### src/rtl/ofdm_rx_frame_sched.sv
//-----------------------------------------------------------------------------
// ofdm_rx_frame_sched
//
// Frame-level sequencer for the 802.11 OFDM receive chain.  A host hands over
// one frame configuration (modulation + number of data symbols).  The
// scheduler then:
//   - drives the demapper QAM/QPSK selects,
//   - opens the sample gate between the front end and the Synch stage while
//     the preamble and data symbols stream through,
//   - counts demapper output words to find the end of the frame,
//   - reports frame_done, or err_timeout if the pipeline stalls.
//
// State sequence: IDLE -> PREAMBLE -> DATA -> FLUSH -> DONE -> IDLE.
//
// Optional feature (compile-time macro RX_SCHED_ABORT_EN):
//   adds abort_i / frame_abort for a host-initiated frame abort.  The default
//   build (macro undefined) has neither port.
//
// Ports:
//   CLK_I, RST_I            clock / asynchronous active-high reset
//   cfg_valid, cfg_ready    config handshake (accepted only in IDLE)
//   cfg_mode, cfg_nsym      01=QPSK, 10=16-QAM; number of data symbols (>0)
//   cfg_err                 one-cycle pulse on a rejected config
//   STB_I, CYC_I, ACK_O     front-end side of the sample bus
//   STB_O, CYC_O, ACK_I     Synch side of the sample bus
//   DEM_STB_I, DEM_ACK_I    demapper output handshake (observed only)
//   QAM, QPSK               demapper modulation selects
//   busy                    high whenever not IDLE
//   sym_cnt                 symbols accepted in this frame, preamble included
//   frame_done              one-cycle pulse at end of frame
//   err_timeout             one-cycle pulse on watchdog abort
//   abort_i, frame_abort    (RX_SCHED_ABORT_EN only) abort request / pulse
//   dbg_state_o             current FSM state, for debug and checkers
//
// Handshake semantics: a transfer happens on a rising edge where the strobe
// and the ack of the same link are both high (STB_I & ACK_I for samples,
// DEM_STB_I & DEM_ACK_I for demapper words, cfg_valid & cfg_ready for
// configs).  Strobes are never qualified by the scheduler other than through
// the sample gate.
//-----------------------------------------------------------------------------
`timescale 1ns/1ps

module ofdm_rx_frame_sched #(
   parameter int unsigned N_FFT       = 64,
   parameter int unsigned N_CP        = 16,
   parameter int unsigned N_PRE_SYM   = 2,
   parameter int unsigned OUT_PER_SYM = 48,
   parameter int unsigned TIMEOUT     = 4096
) (
   input  logic       CLK_I,
   input  logic       RST_I,
   input  logic       cfg_valid,
   output logic       cfg_ready,
   input  logic [1:0] cfg_mode,
   input  logic [7:0] cfg_nsym,
   output logic       cfg_err,
   input  logic       STB_I,
   input  logic       CYC_I,
   output logic       ACK_O,
   output logic       STB_O,
   output logic       CYC_O,
   input  logic       ACK_I,
   input  logic       DEM_STB_I,
   input  logic       DEM_ACK_I,
   output logic       QAM,
   output logic       QPSK,
   output logic       busy,
   output logic [7:0] sym_cnt,
   output logic       frame_done,
   output logic       err_timeout,
`ifdef RX_SCHED_ABORT_EN
   input  logic       abort_i,
   output logic       frame_abort,
`endif
   output logic [2:0] dbg_state_o
);

   localparam int unsigned SYM_LEN = N_FFT + N_CP;
   localparam int unsigned SW      = $clog2(SYM_LEN);
   localparam int unsigned WDW     = $clog2(TIMEOUT + 1);

   typedef enum logic [2:0] {
      S_IDLE  = 3'd0,
      S_PRE   = 3'd1,
      S_DATA  = 3'd2,
      S_FLUSH = 3'd3,
      S_DONE  = 3'd4
   } state_t;

   state_t          state_q;
   logic [SW-1:0]   samp_cnt_q, samp_cnt_d;
   // One bit wider than the port so N_PRE_SYM + 255 cannot wrap.
   logic [8:0]      sym_cnt_q, sym_cnt_d;
   logic [15:0]     out_cnt_q, out_cnt_d;
   logic [WDW-1:0]  wd_cnt_q, wd_cnt_d;
   logic [7:0]      nsym_q;
   logic [15:0]     target_q;
   logic            qam_q, qpsk_q;
   logic            cfg_err_q, frame_done_q, err_timeout_q;
`ifdef RX_SCHED_ABORT_EN
   logic            frame_abort_q;
`endif

   logic            gate_open, out_open, in_hs, out_hs, sym_wrap;
   logic            wd_expire, cfg_ok;
   logic [8:0]      frame_syms;

   //--------------------------------------------------------------------------
   // Combinational datapath
   //--------------------------------------------------------------------------
   always_comb begin
      gate_open  = (state_q == S_PRE) || (state_q == S_DATA);
      out_open   = gate_open || (state_q == S_FLUSH);
      in_hs      = gate_open & STB_I & ACK_I;
      out_hs     = out_open & DEM_STB_I & DEM_ACK_I;
      sym_wrap   = in_hs && (samp_cnt_q == SW'(SYM_LEN - 1));
      frame_syms = 9'(N_PRE_SYM) + {1'b0, nsym_q};
      cfg_ok     = ((cfg_mode == 2'b01) || (cfg_mode == 2'b10)) && (cfg_nsym != 8'd0);

      samp_cnt_d = samp_cnt_q;
      if (in_hs) begin
         samp_cnt_d = sym_wrap ? '0 : samp_cnt_q + 1'b1;
      end
      sym_cnt_d = sym_wrap ? sym_cnt_q + 1'b1 : sym_cnt_q;
      out_cnt_d = out_hs ? out_cnt_q + 1'b1 : out_cnt_q;

      // Watchdog only runs while a transfer could still make progress; DONE
      // always leaves after one cycle so it is excluded.
      wd_cnt_d  = (in_hs || out_hs) ? '0 : wd_cnt_q + 1'b1;
      wd_expire = out_open && !in_hs && !out_hs && (wd_cnt_q == WDW'(TIMEOUT - 1));
   end

   // The gate is decoded straight from the state register, so an async reset
   // closes it in the same instant.
   assign STB_O = gate_open & STB_I;
   assign CYC_O = gate_open & CYC_I;
   assign ACK_O = gate_open & ACK_I;

   //--------------------------------------------------------------------------
   // Frame FSM and counters
   //--------------------------------------------------------------------------
   always_ff @(posedge CLK_I or posedge RST_I) begin
      if (RST_I) begin
         state_q       <= S_IDLE;
         samp_cnt_q    <= '0;
         sym_cnt_q     <= '0;
         out_cnt_q     <= '0;
         wd_cnt_q      <= '0;
         nsym_q        <= '0;
         target_q      <= '0;
         qam_q         <= 1'b0;
         qpsk_q        <= 1'b0;
         cfg_err_q     <= 1'b0;
         frame_done_q  <= 1'b0;
         err_timeout_q <= 1'b0;
`ifdef RX_SCHED_ABORT_EN
         frame_abort_q <= 1'b0;
`endif
      end else begin
         cfg_err_q     <= 1'b0;
         frame_done_q  <= 1'b0;
         err_timeout_q <= 1'b0;
`ifdef RX_SCHED_ABORT_EN
         frame_abort_q <= 1'b0;
`endif

         if (out_open) begin
            samp_cnt_q <= samp_cnt_d;
            sym_cnt_q  <= sym_cnt_d;
            out_cnt_q  <= out_cnt_d;
            wd_cnt_q   <= wd_cnt_d;
         end

         case (state_q)
            S_IDLE: begin
               if (cfg_valid) begin
                  if (cfg_ok) begin
                     nsym_q     <= cfg_nsym;
                     target_q   <= 16'(cfg_nsym) * 16'(OUT_PER_SYM);
                     qam_q      <= cfg_mode[1];
                     qpsk_q     <= cfg_mode[0];
                     samp_cnt_q <= '0;
                     sym_cnt_q  <= '0;
                     out_cnt_q  <= '0;
                     wd_cnt_q   <= '0;
                     state_q    <= S_PRE;
                  end else begin
                     cfg_err_q  <= 1'b1;
                  end
               end
            end
            S_PRE: begin
               if (sym_wrap && (sym_cnt_d == 9'(N_PRE_SYM))) begin
                  state_q <= S_DATA;
               end
            end
            S_DATA: begin
               if (sym_wrap && (sym_cnt_d == frame_syms)) begin
                  state_q <= S_FLUSH;
               end
            end
            S_FLUSH: begin
               // Also covers a target already met before FLUSH was entered.
               if (out_cnt_d >= target_q) begin
                  state_q      <= S_DONE;
                  frame_done_q <= 1'b1;
               end
            end
            S_DONE: begin
               // sym_cnt is kept so the host can read the final symbol count.
               state_q    <= S_IDLE;
               samp_cnt_q <= '0;
               out_cnt_q  <= '0;
               wd_cnt_q   <= '0;
            end
            default: state_q <= S_IDLE;
         endcase

         if (wd_expire) begin
            state_q       <= S_IDLE;
            samp_cnt_q    <= '0;
            sym_cnt_q     <= '0;
            out_cnt_q     <= '0;
            wd_cnt_q      <= '0;
            frame_done_q  <= 1'b0;
            err_timeout_q <= 1'b1;
         end

`ifdef RX_SCHED_ABORT_EN
         // Host abort wins over both normal completion and the watchdog.
         if (abort_i && (state_q != S_IDLE)) begin
            state_q       <= S_IDLE;
            samp_cnt_q    <= '0;
            sym_cnt_q     <= '0;
            out_cnt_q     <= '0;
            wd_cnt_q      <= '0;
            frame_done_q  <= 1'b0;
            err_timeout_q <= 1'b0;
            frame_abort_q <= 1'b1;
         end
`endif
      end
   end

   assign cfg_ready   = (state_q == S_IDLE);
   assign busy        = (state_q != S_IDLE);
   assign QAM         = qam_q;
   assign QPSK        = qpsk_q;
   assign sym_cnt     = sym_cnt_q[7:0];
   assign cfg_err     = cfg_err_q;
   assign frame_done  = frame_done_q;
   assign err_timeout = err_timeout_q;
`ifdef RX_SCHED_ABORT_EN
   assign frame_abort = frame_abort_q;
`endif
   assign dbg_state_o = state_q;

endmodule

### config.mk
export PLATFORM = sky130hd
export DESIGN_NAME = ofdm_rx_frame_sched
export DESIGN_NICKNAME = d
export VERILOG_FILES = /design/src/rtl/ofdm_rx_frame_sched.sv
export SDC_FILE = /design/constraint.sdc
export NUM_CORES = 1
export LEC_CHECK = 0
export CAP_MARGIN = 20
export CORE_MARGIN = 2
export CORE_UTILIZATION = 54
export DETAILED_ROUTE_END_ITERATION = 6
export PLACE_DENSITY_LB_ADDON = 0.15
export SYNTH_ARGS = -nofsm -noshare
export SYNTH_HDL_FRONTEND = slang
export SYNTH_SLANG_ARGS = --single-unit
### constraint.sdc
create_clock -name CLK_I -period 3.73 [get_ports CLK_I]
set_input_delay 0.373 -clock CLK_I [delete_from_list [all_inputs] [get_ports CLK_I]]
set_output_delay 0.373 -clock CLK_I [all_outputs]
set_load 0.005 [all_outputs]
==> flow_summary.toml <==
[synth]
synth_area_leaders = "dfrtp_1 40%, ha_1 8.0%, xnor2_1 6.4%"
ys_ff_latch = 70
synthTopCellsByCount = "70 x dfrtp_1, 48 x nor2_1, 42 x nand2_1, 32 x xnor2_1, 30 x nand3_1"
synthFlopType = "dfrtp_1"
synth_most_common_cell = "dfrtp_1"
yosysWarnings = 0
ys_types = 53
synth_edf_count = 0
synth_area_per_cell_um2 = 9.20
synth_largest_area_cell = "dfrtp_1"
yosysTopAreaCellShare_pct = 40.0
ys_seq_area_share_pct = 40.0
async_reset_ff_share_pct = 100
syn-num-nets = 523
netlist_instances = 476
synth_area_um2 = 4380

[timing]
max_slew_margin_pct = 63.7
hold_viol_final = 0
drv_slew = 0
setup_tns_ps = 0
post-route-min-period_ps = 3460
max_freq_mhz = 289
final.setup_skew_ps = 7.84
rsz0062_at_grt = "false"
tightest_slew_ps = 543
setup_violations = 0
fin_crit_sh_pct = 92.7

[critical_path]
worstPathRequired_ps = 3970
cp_max_fo = 5
arrival_ps = 3700
worstSetupPathType = "reg -> reg"
cp-end-kind = "flop"
crit_path_start_kind = "flop"

[pwr]
peakVddDrop_v = 0.000310
finalPower_mw = 2.90
leakagePower_nw = 2.43
power_density_nw_per_um2 = 563

[drt]
wl_met1_mm = 4.26
dr.first_iter.drc_count = 207
drc = 0
postRouteWirelength_mm = 9.08
wl_met2_mm = 4.35
met3RoutedLength_um = 376
vias = 3421
ant_nets = 0
drtPass1Iterations = 4
vias_per_cell = 5.42
top_layer = "met4"
wl_per_cell_um = 14.4

[cells_and_area]
n_fill_cell = 646
drive_gt1_share_pct = 9.26
multi_input_area_um2 = 2410
fin_area_um2 = 5150
antenna_cells = 0
register_area_um2 = 1750
fin_nets = 571
syn_to_final_growth_pct = 17.7

[grt]
grt_pass1_wl_mm = 15.4
grt_max_degree = 33
antenna_found_initial = 0
grt-ovfl-total = 0
track_usage_pct = 22.5
grt_pass1_vias = 3255

[floorplan]
die_y_um = 94.0
initial_core_util_pct = 56.1
fp.dieArea_um2 = 8840
die_x_um = 94.0
io-pin-count = 39
coreArea_um2 = 7810
row_count = 32

[clock_tree]
path_clk_slew_ps = 80
cts_max_level = 3
cts_tree = "done"
clock_latency_ps = 350
cts_root_buffer = "clkbuf_8"
cts_buffer_depth = 2
cts.sinks = 70
cts-buffers-inserted = 9

[place]
gp_congestion = 0.876
postPlaceCellArea_um2 = 4910
dp_hpwl_mm = 6.94
numPortBuffers = 38

[job]
cap_viol_max_count = 0

[run_status]
status = "finished clean"

[hold_path]
worstHoldPathType = "in -> async"
## registers in the layout, indices dropped and copies added, names as in the netlist
register,flops
wd_cnt_q,13
frame_done,1
samp_cnt_q,7
out_cnt_q,16
cfg_err,1
target_q,9
dbg_state_o,3
QPSK,1
err_timeout,1
sym_cnt_q,9
QAM,1
nsym_q,8
## area by class of cell
class / count / area share, %
sequential: 70 / 34.0
multi-input combinational: 358 / 46.8
inverter: 28 / 2.04
tap: 102 / 2.48
timing repair buffer: 57 / 10.2
clock inverter: 5 / 1.58
clock buffer: 11 / 2.94
## logic make-up after synthesis
| family | Yosys count | share of synthesized area, % |
|---|---|---|
| simple gates | 193 | 22.7 |
| compound gates | 76 | 10.5 |
| flops | 70 | 40.0 |
| xor+xnor | 55 | 12.1 |
| buf+inv | 48 | 5.06 |
| fa+ha+maj | 29 | 8.46 |
| mux | 5 | 1.23 |
## where the power goes
group / switching [mW] / leakage (nW) / internal (mW)
Clock: 0.298 / 0.116 / 0.413
Sequential: 0.153 / 0.931 / 0.924
Combinational: 0.594 / 1.38 / 0.516
## per-layer routing
metal  track usage (%)  up-vias
li1                  -     1733
met1              30.1     1616
met2              37.1       64
met3              5.22        8
met4              5.43        0
met5                 0        -
## cells in the final DEF, fill, tap and decap left out, types with 2 or more instances in the layout
cell / netlist / layout
a211oi_1: 3 / 3
a21o_1: 3 / 3
a21oi_1: 23 / 23
a22oi_1: 2 / 2
and2_1: 9 / 9
and3_1: 14 / 14
buf_4: 9 / 19
bufinv_16: 0 / 2
clkbuf_8: 0 / 11
clkdlybuf4s50_1: 0 / 38
dfrtp_1: 70 / 70
ha_1: 28 / 28
inv_1: 28 / 27
mux2_2: 3 / 3
mux2i_1: 2 / 2
nand2_1: 42 / 42
nand3_1: 30 / 30
nand4_1: 14 / 14
nor2_1: 48 / 48
nor2b_1: 5 / 5
nor3_1: 8 / 8
nor3b_1: 2 / 2
nor4_1: 3 / 3
nor4_4: 2 / 2
o21ai_0: 28 / 28
o21bai_1: 6 / 6
or2_2: 2 / 2
or3_1: 3 / 3
or4_1: 2 / 2
xnor2_1: 32 / 32
xnor3_1: 2 / 2
xor2_1: 20 / 20
## final timing paths
check / slack, ps / cells after the start / to / start
max in group asynchronous: 2620 / 3 / sym_cnt_q[2] / RST_I
min reg2reg: 480 / 2 / target_q[6] / target_q[6]
max: 270 / 13 / dbg_state_o[0] / dbg_state_o[2]
max reg2reg: 270 / 13 / dbg_state_o[0] / dbg_state_o[2]
min: 340 / 2 / err_timeout / RST_I
min in group CLK_I: 480 / 2 / target_q[6] / target_q[6]
## through the flow
step	hold slack [ps]	setup slack [ps]	util [%]	cells
2_1_floorplan	450	370	-	476
3_3_place_gp	464	36.8	62.9	615
3_5_place_dp	470	-9.84	62.9	615
4_1_cts	351	207	65.9	631
5_1_grt	369	13.3	66.0	631
6_report	335	271	66.0	631
## critical path, cell delays in order, from the launching register on
cell	delay, ps
dfrtp_1	440
o21bai_1	210
or3_1	480
nor2_1	200
and3_1	240
xor2_1	190
ha_1	290
a21oi_1	160
a21oi_1	80
a211oi_1	210
a21oi_1	110
a2111oi_2	280
a22oi_1	170
mux2_2	310
## repair_timing
action / in CTS / in global routing
endpoints found under the setup margin: 0 / 3
hold buffers: 0 / 0
buffers inserted: 0 / 0
resized for setup: 0 / 2
endpoints found under the hold margin: 0 / 0
Power figures use the tool's default switching activity.
